### src/rtl/ext_arbiter_pkg.sv
// Shared constants for the immediate-extend arbiter.
// Requester indices, extend modes and default width.
package ext_arbiter_pkg;

  localparam int   N_DEFAULT = 16;

  localparam logic REQ_ALU   = 1'b0;
  localparam logic REQ_BR    = 1'b1;

  localparam logic EXT_ZERO  = 1'b0;
  localparam logic EXT_SIGN  = 1'b1;

  // Reset value of the round-robin pointer so the ALU path wins first.
  localparam logic LAST_RST  = REQ_BR;

endpackage

### src/rtl/ext_arbiter_ext.sv
// Immediate extend unit: zero- or sign-extends an n-bit value to 32 bits.
// Purely combinational; the arbiter registers its result.
module ext_arbiter_ext
  import ext_arbiter_pkg::*;
#(
  parameter int n = N_DEFAULT
) (
  input  logic          ext_op,
  input  logic [n-1:0]  in,
  output logic [31:0]   out
);

  logic fill;

  // Upper bits copy the immediate's top bit only in sign-extend mode.
  always_comb begin
    fill = (ext_op == EXT_SIGN) && in[n-1];
    out  = {{(32-n){fill}}, in};
  end

endmodule

### src/rtl/ext_arbiter.sv
// Round-robin arbiter sharing one extend unit between the ALU immediate
// path and the branch-offset path, with a registered valid/ready output.
module ext_arbiter
  import ext_arbiter_pkg::*;
#(
  parameter int N = N_DEFAULT
) (
  input  logic          clk,
  input  logic          reset,
  input  logic          req0,
  input  logic          ext_op0,
  input  logic [N-1:0]  imm0,
  input  logic          req1,
  input  logic          ext_op1,
  input  logic [N-1:0]  imm1,
  output logic          gnt0,
  output logic          gnt1,
  output logic          out_valid,
  output logic          out_id,
  output logic [31:0]   out,
  input  logic          out_ready
);

  logic          out_valid_q, out_valid_d;
  logic          out_id_q, out_id_d;
  logic [31:0]   out_q, out_d;
  logic          last_gnt_q, last_gnt_d;

  logic          can_accept;
  logic          gnt0_c, gnt1_c;
  logic          any_gnt;
  logic          sel_op;
  logic [N-1:0]  sel_imm;
  logic [31:0]   ext_res;

  assign can_accept = !out_valid_q || out_ready;
  assign any_gnt    = gnt0_c || gnt1_c;

  // Grant decision: lone requester wins, contention goes to the one
  // not served last; nothing is granted in reset or while stalled.
  always_comb begin
    gnt0_c = 1'b0;
    gnt1_c = 1'b0;
    if (!reset && can_accept) begin
      unique case (1'b1)
        (req0 && !req1): gnt0_c = 1'b1;
        (req1 && !req0): gnt1_c = 1'b1;
        (req0 && req1): begin
          if (last_gnt_q == REQ_BR) gnt0_c = 1'b1;
          else                      gnt1_c = 1'b1;
        end
        default: ;
      endcase
    end
  end

  // Steer the granted requester's operands into the shared extend unit.
  always_comb begin
    sel_op  = gnt1_c ? ext_op1 : ext_op0;
    sel_imm = gnt1_c ? imm1 : imm0;
  end

  ext_arbiter_ext #(
    .n (N)
  ) u_ext (
    .ext_op (sel_op),
    .in     (sel_imm),
    .out    (ext_res)
  );

  // Output slot next state: load on grant, empty on bare transfer,
  // otherwise hold (covers the backpressure freeze).
  always_comb begin
    out_valid_d = out_valid_q;
    out_id_d    = out_id_q;
    out_d       = out_q;
    last_gnt_d  = last_gnt_q;
    if (any_gnt) begin
      out_valid_d = 1'b1;
      out_id_d    = gnt1_c ? REQ_BR : REQ_ALU;
      out_d       = ext_res;
      last_gnt_d  = gnt1_c ? REQ_BR : REQ_ALU;
    end else if (out_valid_q && out_ready) begin
      out_valid_d = 1'b0;
    end
  end

  // State registers with synchronous reset.
  always_ff @(posedge clk) begin
    if (reset) begin
      out_valid_q <= 1'b0;
      out_id_q    <= REQ_ALU;
      out_q       <= '0;
      last_gnt_q  <= LAST_RST;
    end else begin
      out_valid_q <= out_valid_d;
      out_id_q    <= out_id_d;
      out_q       <= out_d;
      last_gnt_q  <= last_gnt_d;
    end
  end

  assign gnt0      = gnt0_c;
  assign gnt1      = gnt1_c;
  assign out_valid = out_valid_q;
  assign out_id    = out_id_q;
  assign out       = out_q;

endmodule

### config.mk
export PLATFORM = sky130hd
export DESIGN_NAME = ext_arbiter
export DESIGN_NICKNAME = d
export VERILOG_FILES = /design/src/rtl/ext_arbiter_pkg.sv /design/src/rtl/ext_arbiter_ext.sv /design/src/rtl/ext_arbiter.sv
export SDC_FILE = /design/constraint.sdc
export NUM_CORES = 1
export LEC_CHECK = 0
export ABC_AREA = 1
export ABC_CLOCK_PERIOD_IN_PS = 1400
export BUFFER_PORTS_ARGS = -buffer_cell sky130_fd_sc_hd__buf_2
export CAP_MARGIN = 20
export CORE_MARGIN = 2
export CORE_UTILIZATION = 43
export DETAILED_ROUTE_END_ITERATION = 10
export HOLD_SLACK_MARGIN = 0.03
export PLACE_DENSITY = 0.85
export SLEW_MARGIN = 20
export SYNTH_ARGS = -nofsm -noshare
export SYNTH_HDL_FRONTEND = slang
export SYNTH_SLANG_ARGS = --single-unit
### constraint.sdc
create_clock -name clk -period 1.4 [get_ports clk]
set_input_delay 0.28 -clock clk [delete_from_list [all_inputs] [get_ports clk]]
set_output_delay 0.28 -clock clk [all_outputs]
set_load 0.1 [all_outputs]
; ---- Yosys cells after proc, flatten, opt, wreduce, memory -nomap -nowiden
; Cells that the tools add are included.
[classes]
mux = 11
reduce_logical = 13
[op_table]
columns = operator, count
row1 = $mux W16, 1
row2 = $mux W1, 8
row3 = $logic_and A1 B1 Y1, 6
row4 = $logic_not A1 Y1, 4
row5 = $pmux W1 S2, 2
row6 = $logic_or A1 B1 Y1, 2
row7 = $reduce_bool A2 Y1, 1
[word_totals]
register_bits = 20
input_bits = 39
out_inout_bits = 36
wordCells = 28

; ---- Depth between registers and ports, before layout
[depth]
word_depth = 6
ltp_mapped = 10
depth_no_buf = 9

; ---- Modules after synthesis
; Synthesis repeated with hierarchy kept, for this count alone.
[hier_totals]
cells_unflattened = 316
area_unflattened_um2 = 2016.9
[modules_own_cells]
columns = module, n_inst, cells_each, area_each_um2, seq_area_each_um2
row1 = ext_arbiter, 1, 282, 1769.2, 700.7
row2 = ext_arbiter_ext, 1, 34, 247.7, 0.0

; ---- Least setup slack after synthesis
; OpenSTA, ideal clock, no wires.
[synth_timing]
path_type = register to register
from = reg out_valid_q (netlist: out_valid)
to = reg out_q[10] (netlist: out[10])
setup_ps = 142
arrival_ps = 2071
t_required_ps = 1258
path_slack_ps = -813
stages_incl_launch_ff = 10
n_path_buf = 1
path_cell_list = dfxtp_1 > nand2_2 > nand2_4 > nor2_4 > inv_6 > nand2_8 > inv_8 > buf_12 > nand2_4 > a21oi_2
[synth_via]
elab_chain_len = 5
elab_cells_between_ends = 7
cone_classes = mux: 3 / reduce/logical: 4
[synth_rtl]
columns = item, line
row1 = start: declaration, ext_arbiter.sv:24  ; logic out_valid_q, out_valid_d;
row2 = start signal: assignment, ext_arbiter.sv:96  ; out_valid_q <= out_valid_d;
row3 = $logic_not A1 Y1, ext_arbiter.sv:36  ; assign can_accept = !out_valid_q || out_ready;
row4 = $logic_or A1 B1 Y1, ext_arbiter.sv:36
row5 = $logic_and A1 B1 Y1, ext_arbiter.sv:44  ; if (!reset && can_accept) begin
row6 = $mux W1, ext_arbiter.sv:44
row7 = net gnt0, ext_arbiter.sv:16  ; output logic gnt0,
row8 = $logic_or A1 B1 Y1, ext_arbiter.sv:37  ; assign any_gnt = gnt0_c || gnt1_c;
row9 = end signal: assignment, ext_arbiter.sv:98  ; out_q <= out_d;
row10 = end: declaration, ext_arbiter.sv:26  ; logic [31:0] out_q, out_d;
; The timed path passes the listed nets, and every way through them passes these cells.
; A chain may end at the register's enable or synchronous reset.

; ---- Worst setup path after layout
[layout_timing]
from = reg out_valid_q (netlist: out_valid)
to = out gnt1
[layout_via]
elab_chain_len = 4
[layout_rtl]
columns = item, line
row1 = $logic_not A1 Y1, ext_arbiter.sv:36
row2 = $logic_or A1 B1 Y1, ext_arbiter.sv:36
row3 = $logic_and A1 B1 Y1, ext_arbiter.sv:44
row4 = $mux W1, ext_arbiter.sv:44
row5 = end: declaration, ext_arbiter.sv:17  ; output logic gnt1,
; Every way passes these cells.

==> results.md <==
Run status:
- The run finished, with violations left.
- The final reports fail on setup timing.

Setup path:
- The setup slack of the most critical reg-to-reg path is 0.03 ns.
- The launching instance or port of the critical path is out_valid.
- The type of element launching the critical path is a flip-flop.
- The cell occurring most often along the worst timing path is nand2_4.
- Data on the critical path is required at its endpoint by 1.12 ns.
- The critical path goes through nand2_4, nand2_4, nor2_4, buf_12.
- The worst endpoint data arrival time is 1.21 ns.
- Along the worst path, the maximum fanout reaches 3.
- The delay of the slowest critical-path stage is 0.38 ns.
- The critical path depth in cells is 4.
- By startpoint and endpoint, the worst setup path is classified as flip-flop to output port.
- The worst register-to-register path ends at out[16].
- The beginning of the worst register-to-register path is out_valid.
- The cell family contributing the most delay on the critical path is flip-flops.
- STA classifies the critical path endpoint as an output port.
- The logic depth of the worst register-to-register path is 8.
- Among all stages on the critical path, the largest delay is contributed by dfxtp_4.
- The number of buffers and inverters on the critical path is 1.

Clock network:
- The number of H-tree levels is 1.
- Counting the buffers created by CTS gives 3.
- The tree is rooted in a clkbuf_4.
- The CTS tree is done.
- The total clock sinks is 20.
- The clock transition time at the flip-flop clock pins of the worst setup and hold paths is 0.12 ns.
- The later pin in the worst-skew pair is clocked with a latency of 0.31 ns.
- Hold repair after CTS inserted 0 buffers.
- Counting along the longest clock path gives a buffer depth of 2.

Logic synthesis:
- The instance count of the mapped netlist is 165.
- The synthesized design contains 20 register bits.
- The post-synthesis cell type count is 21.
- For this run, the register share of the synthesized area comes to 0.313.
- The average footprint of a synthesized cell is 7.74 sq um.
- After synthesis the cells add up to 1280 sq um.
- Counting every net in the synthesized netlist gives 204.
- The count of warnings emitted by yosys is 0.

Routing:
- Once detail routing completed, the nets flagged for antenna violations numbered 0.
- After detailed routing, the number of vias per cell comes to 4.68.
- The number of optimization iterations in the first detailed-route pass is 3.
- The wire length reported by the detailed router is 3420 um.
- In the routed design, unresolved DRC markers number 0.
- The wire length per cell after detailed routing is 12.5 um.
- For this block, the via count after detailed routing is 1281.
- The initial DRC count is 18.

STA:
- On the final layout, the worst clock skew is 0.00195 ns.
- Dividing the final minimum period by the clock period gives 1.06.
- Hold timing on the final database bottoms out at a slack of 0.299 ns.
- The peak clock frequency supported by timing is 673 MHz.
- The headroom to the max-slew limit is 0.677.
- The total count of hold-check failures in the final report was 0.
- The total count of max-transition violations in the final report came to 0.
- Setup repair after global routing could not meet its margin everywhere.
- The time the worst path needs with I/O delays and setup is 1.49 ns.
- Once routing completed, OpenROAD measured the worst setup slack at -0.0862 ns.
- The setup violation total in the final timing report is 2.
- The worst-margin pin slew is 0.488 ns.

Global route:
- The via count of the first global-routing pass is 1175.
- The initial antenna violation count was 0.
- The maximum number of pins on one net before global-route repair is 19.
- The overall global routing resource usage is 0.179.
- After global routing the overflow that remains totals 0.
- The first-pass GRT wire length is 4800 um.

Floorplan:
- The core outline area is 2780 sq um.
- 75 I/O pins were placed.
- The horizontal die dimension is 58.5 um.
- The die covers 3420 sq um.
- The floorplan has 19 rows.
- The chip height is 58.5 um.
- The initial utilization of the core area, before any placement, comes to 0.459.

Hold path:
- The startpoint of the tightest hold check path is imm0[14].
- The worst hold path belongs to the class input port to flip-flop.
- The worst hold path was traced through 5 stages.
- For hold timing, the worst endpoint is out[14].

Place:
- Routability-driven placement finished with a final weighted congestion of 0.690.
- The detailed-placement wirelength estimate is 2330 um.
- At the placement stage, the worst setup path has a slack of 0.0383 ns.
- Input and output buffers added on the ports amount to 74.

Final layout:
- In the final design database the tool counted 283 nets.
- In the final layout, the share of cells above drive strength 1 is 0.568.
- 0 antenna diodes ended up in the layout.
- Compared with the post-synthesis result, the final layout area differs by 72.9%.
- The filler cells instantiated in the layout total 184.

Power and ir drop:
- For this design the static power due to leakage is 1.07 nW.
- VDD sags by at most 807 uV.
- The power per standard cell area is 911 nW/um^2.

Run:
- The count of maximum capacitance violations is 0.
-- sequential cells by signal, indices dropped and copies added, names as in the netlist --
| signal | flops |
|---|---|
| out_valid | 1 |
| last_gnt_q | 1 |
| out | 17 |
| out_id | 1 |
-- cells in the final DEF, fill, tap and decap left out, drive strengths merged --
cell type / n
o21ai: 2
a21oi: 19
inv: 7
buf: 92
nor2: 2
dfxtp: 20
nand3: 3
clkbuf: 5
nand2: 90
o21bai: 1
clkinv: 2
-- Yosys cell counts --
library cell  count  area, sq um
a21oi_4           1         16.3
nand2_4          11          124
inv_8             1         11.3
o21ai_0           1         5.00
buf_12            1         20.0
dfxtp_1          20          400
a21oi_2          11         96.3
nand2_2           2         12.5
inv_1             3         11.3
nand2_1          75          282
nor2_4            2         22.5
o21bai_1          1         7.51
inv_2             2         7.51
buf_6             2         22.5
clkbuf_1          1         3.75
buf_4            17          128
a21oi_1           7         35.0
inv_6             1         8.76
nand2_8           2         40.0
o21ai_2           1         8.76
nand3_1           3         15.0
-- layer usage --
layer	GRT usage	part of all wire
met5	0	0
met4	0.0498	0.016
met3	0.0462	0.073
met2	0.331	0.49
met1	0.199	0.42
-- kinds of logic after synthesis --
kind of cell / Yosys count / share of synthesized area
and+or+nand+nor: 95 / 0.388
buffers and inverters: 28 / 0.167
AOI/OAI and AO/OA: 22 / 0.132
DFF: 20 / 0.313
-- worst max-delay path by stage --
stage	end
4_1_cts	gnt1
3_5_place_dp	gnt0
6_report	gnt1
5_1_grt	gnt1
2_1_floorplan	out[10]
3_3_place_gp	gnt0
-- metrics by stage --
| stage | cells | instance area [sq um] | TNS, ns | power [mW] | util |
|---|---|---|---|---|---|
| 2_1_floorplan | 165 | 1290 | -6.03 | 1.37 | - |
| 3_3_place_gp | 257 | 2010 | 0 | 1.64 | 0.724 |
| 3_5_place_dp | 257 | 2010 | 0 | 1.65 | 0.724 |
| 4_1_cts | 264 | 2080 | -0.134 | 1.94 | 0.746 |
| 5_1_grt | 274 | 2210 | -0.339 | 2.10 | 0.794 |
| 6_report | 274 | 2210 | -0.124 | 2.01 | 0.794 |
-- layout make-up --
class                   instances  area [sq um]  share of cell area
clock buffers                   3          22.5              0.0102
clock inverters                 1          3.75             0.00170
inverters                       7          57.6              0.0261
multi-input cells             117           686               0.310
flip-flops and latches         20           412               0.186
well taps                      31          38.8              0.0176
repair buffers                 94           977               0.442
repair inverters                1          11.3             0.00510
-- tightest hold or removal path, cell delays in order --
cell and delay, ns:
buf_2 0.09, nand2_1 0.05, nand2_1 0.04, nand2_1 0.05, a21oi_1 0.05
-- power breakdown --
group	switching (mW)	internal, mW
combinational	0.704	0.362
clock	0.187	0.104
sequential	0.0460	0.609
-- what timing repair did --
| item | in CTS | in global routing |
|---|---|---|
| pin swaps | 1 | 8 |
| buffers inserted | 4 | 11 |
| resized for setup | 5 | 14 |
| endpoints found under the hold margin | 0 | 0 |
| cloned | 0 | 1 |
| endpoints found under the setup margin | 10 | 22 |
(Power assumes the default switching activity.)
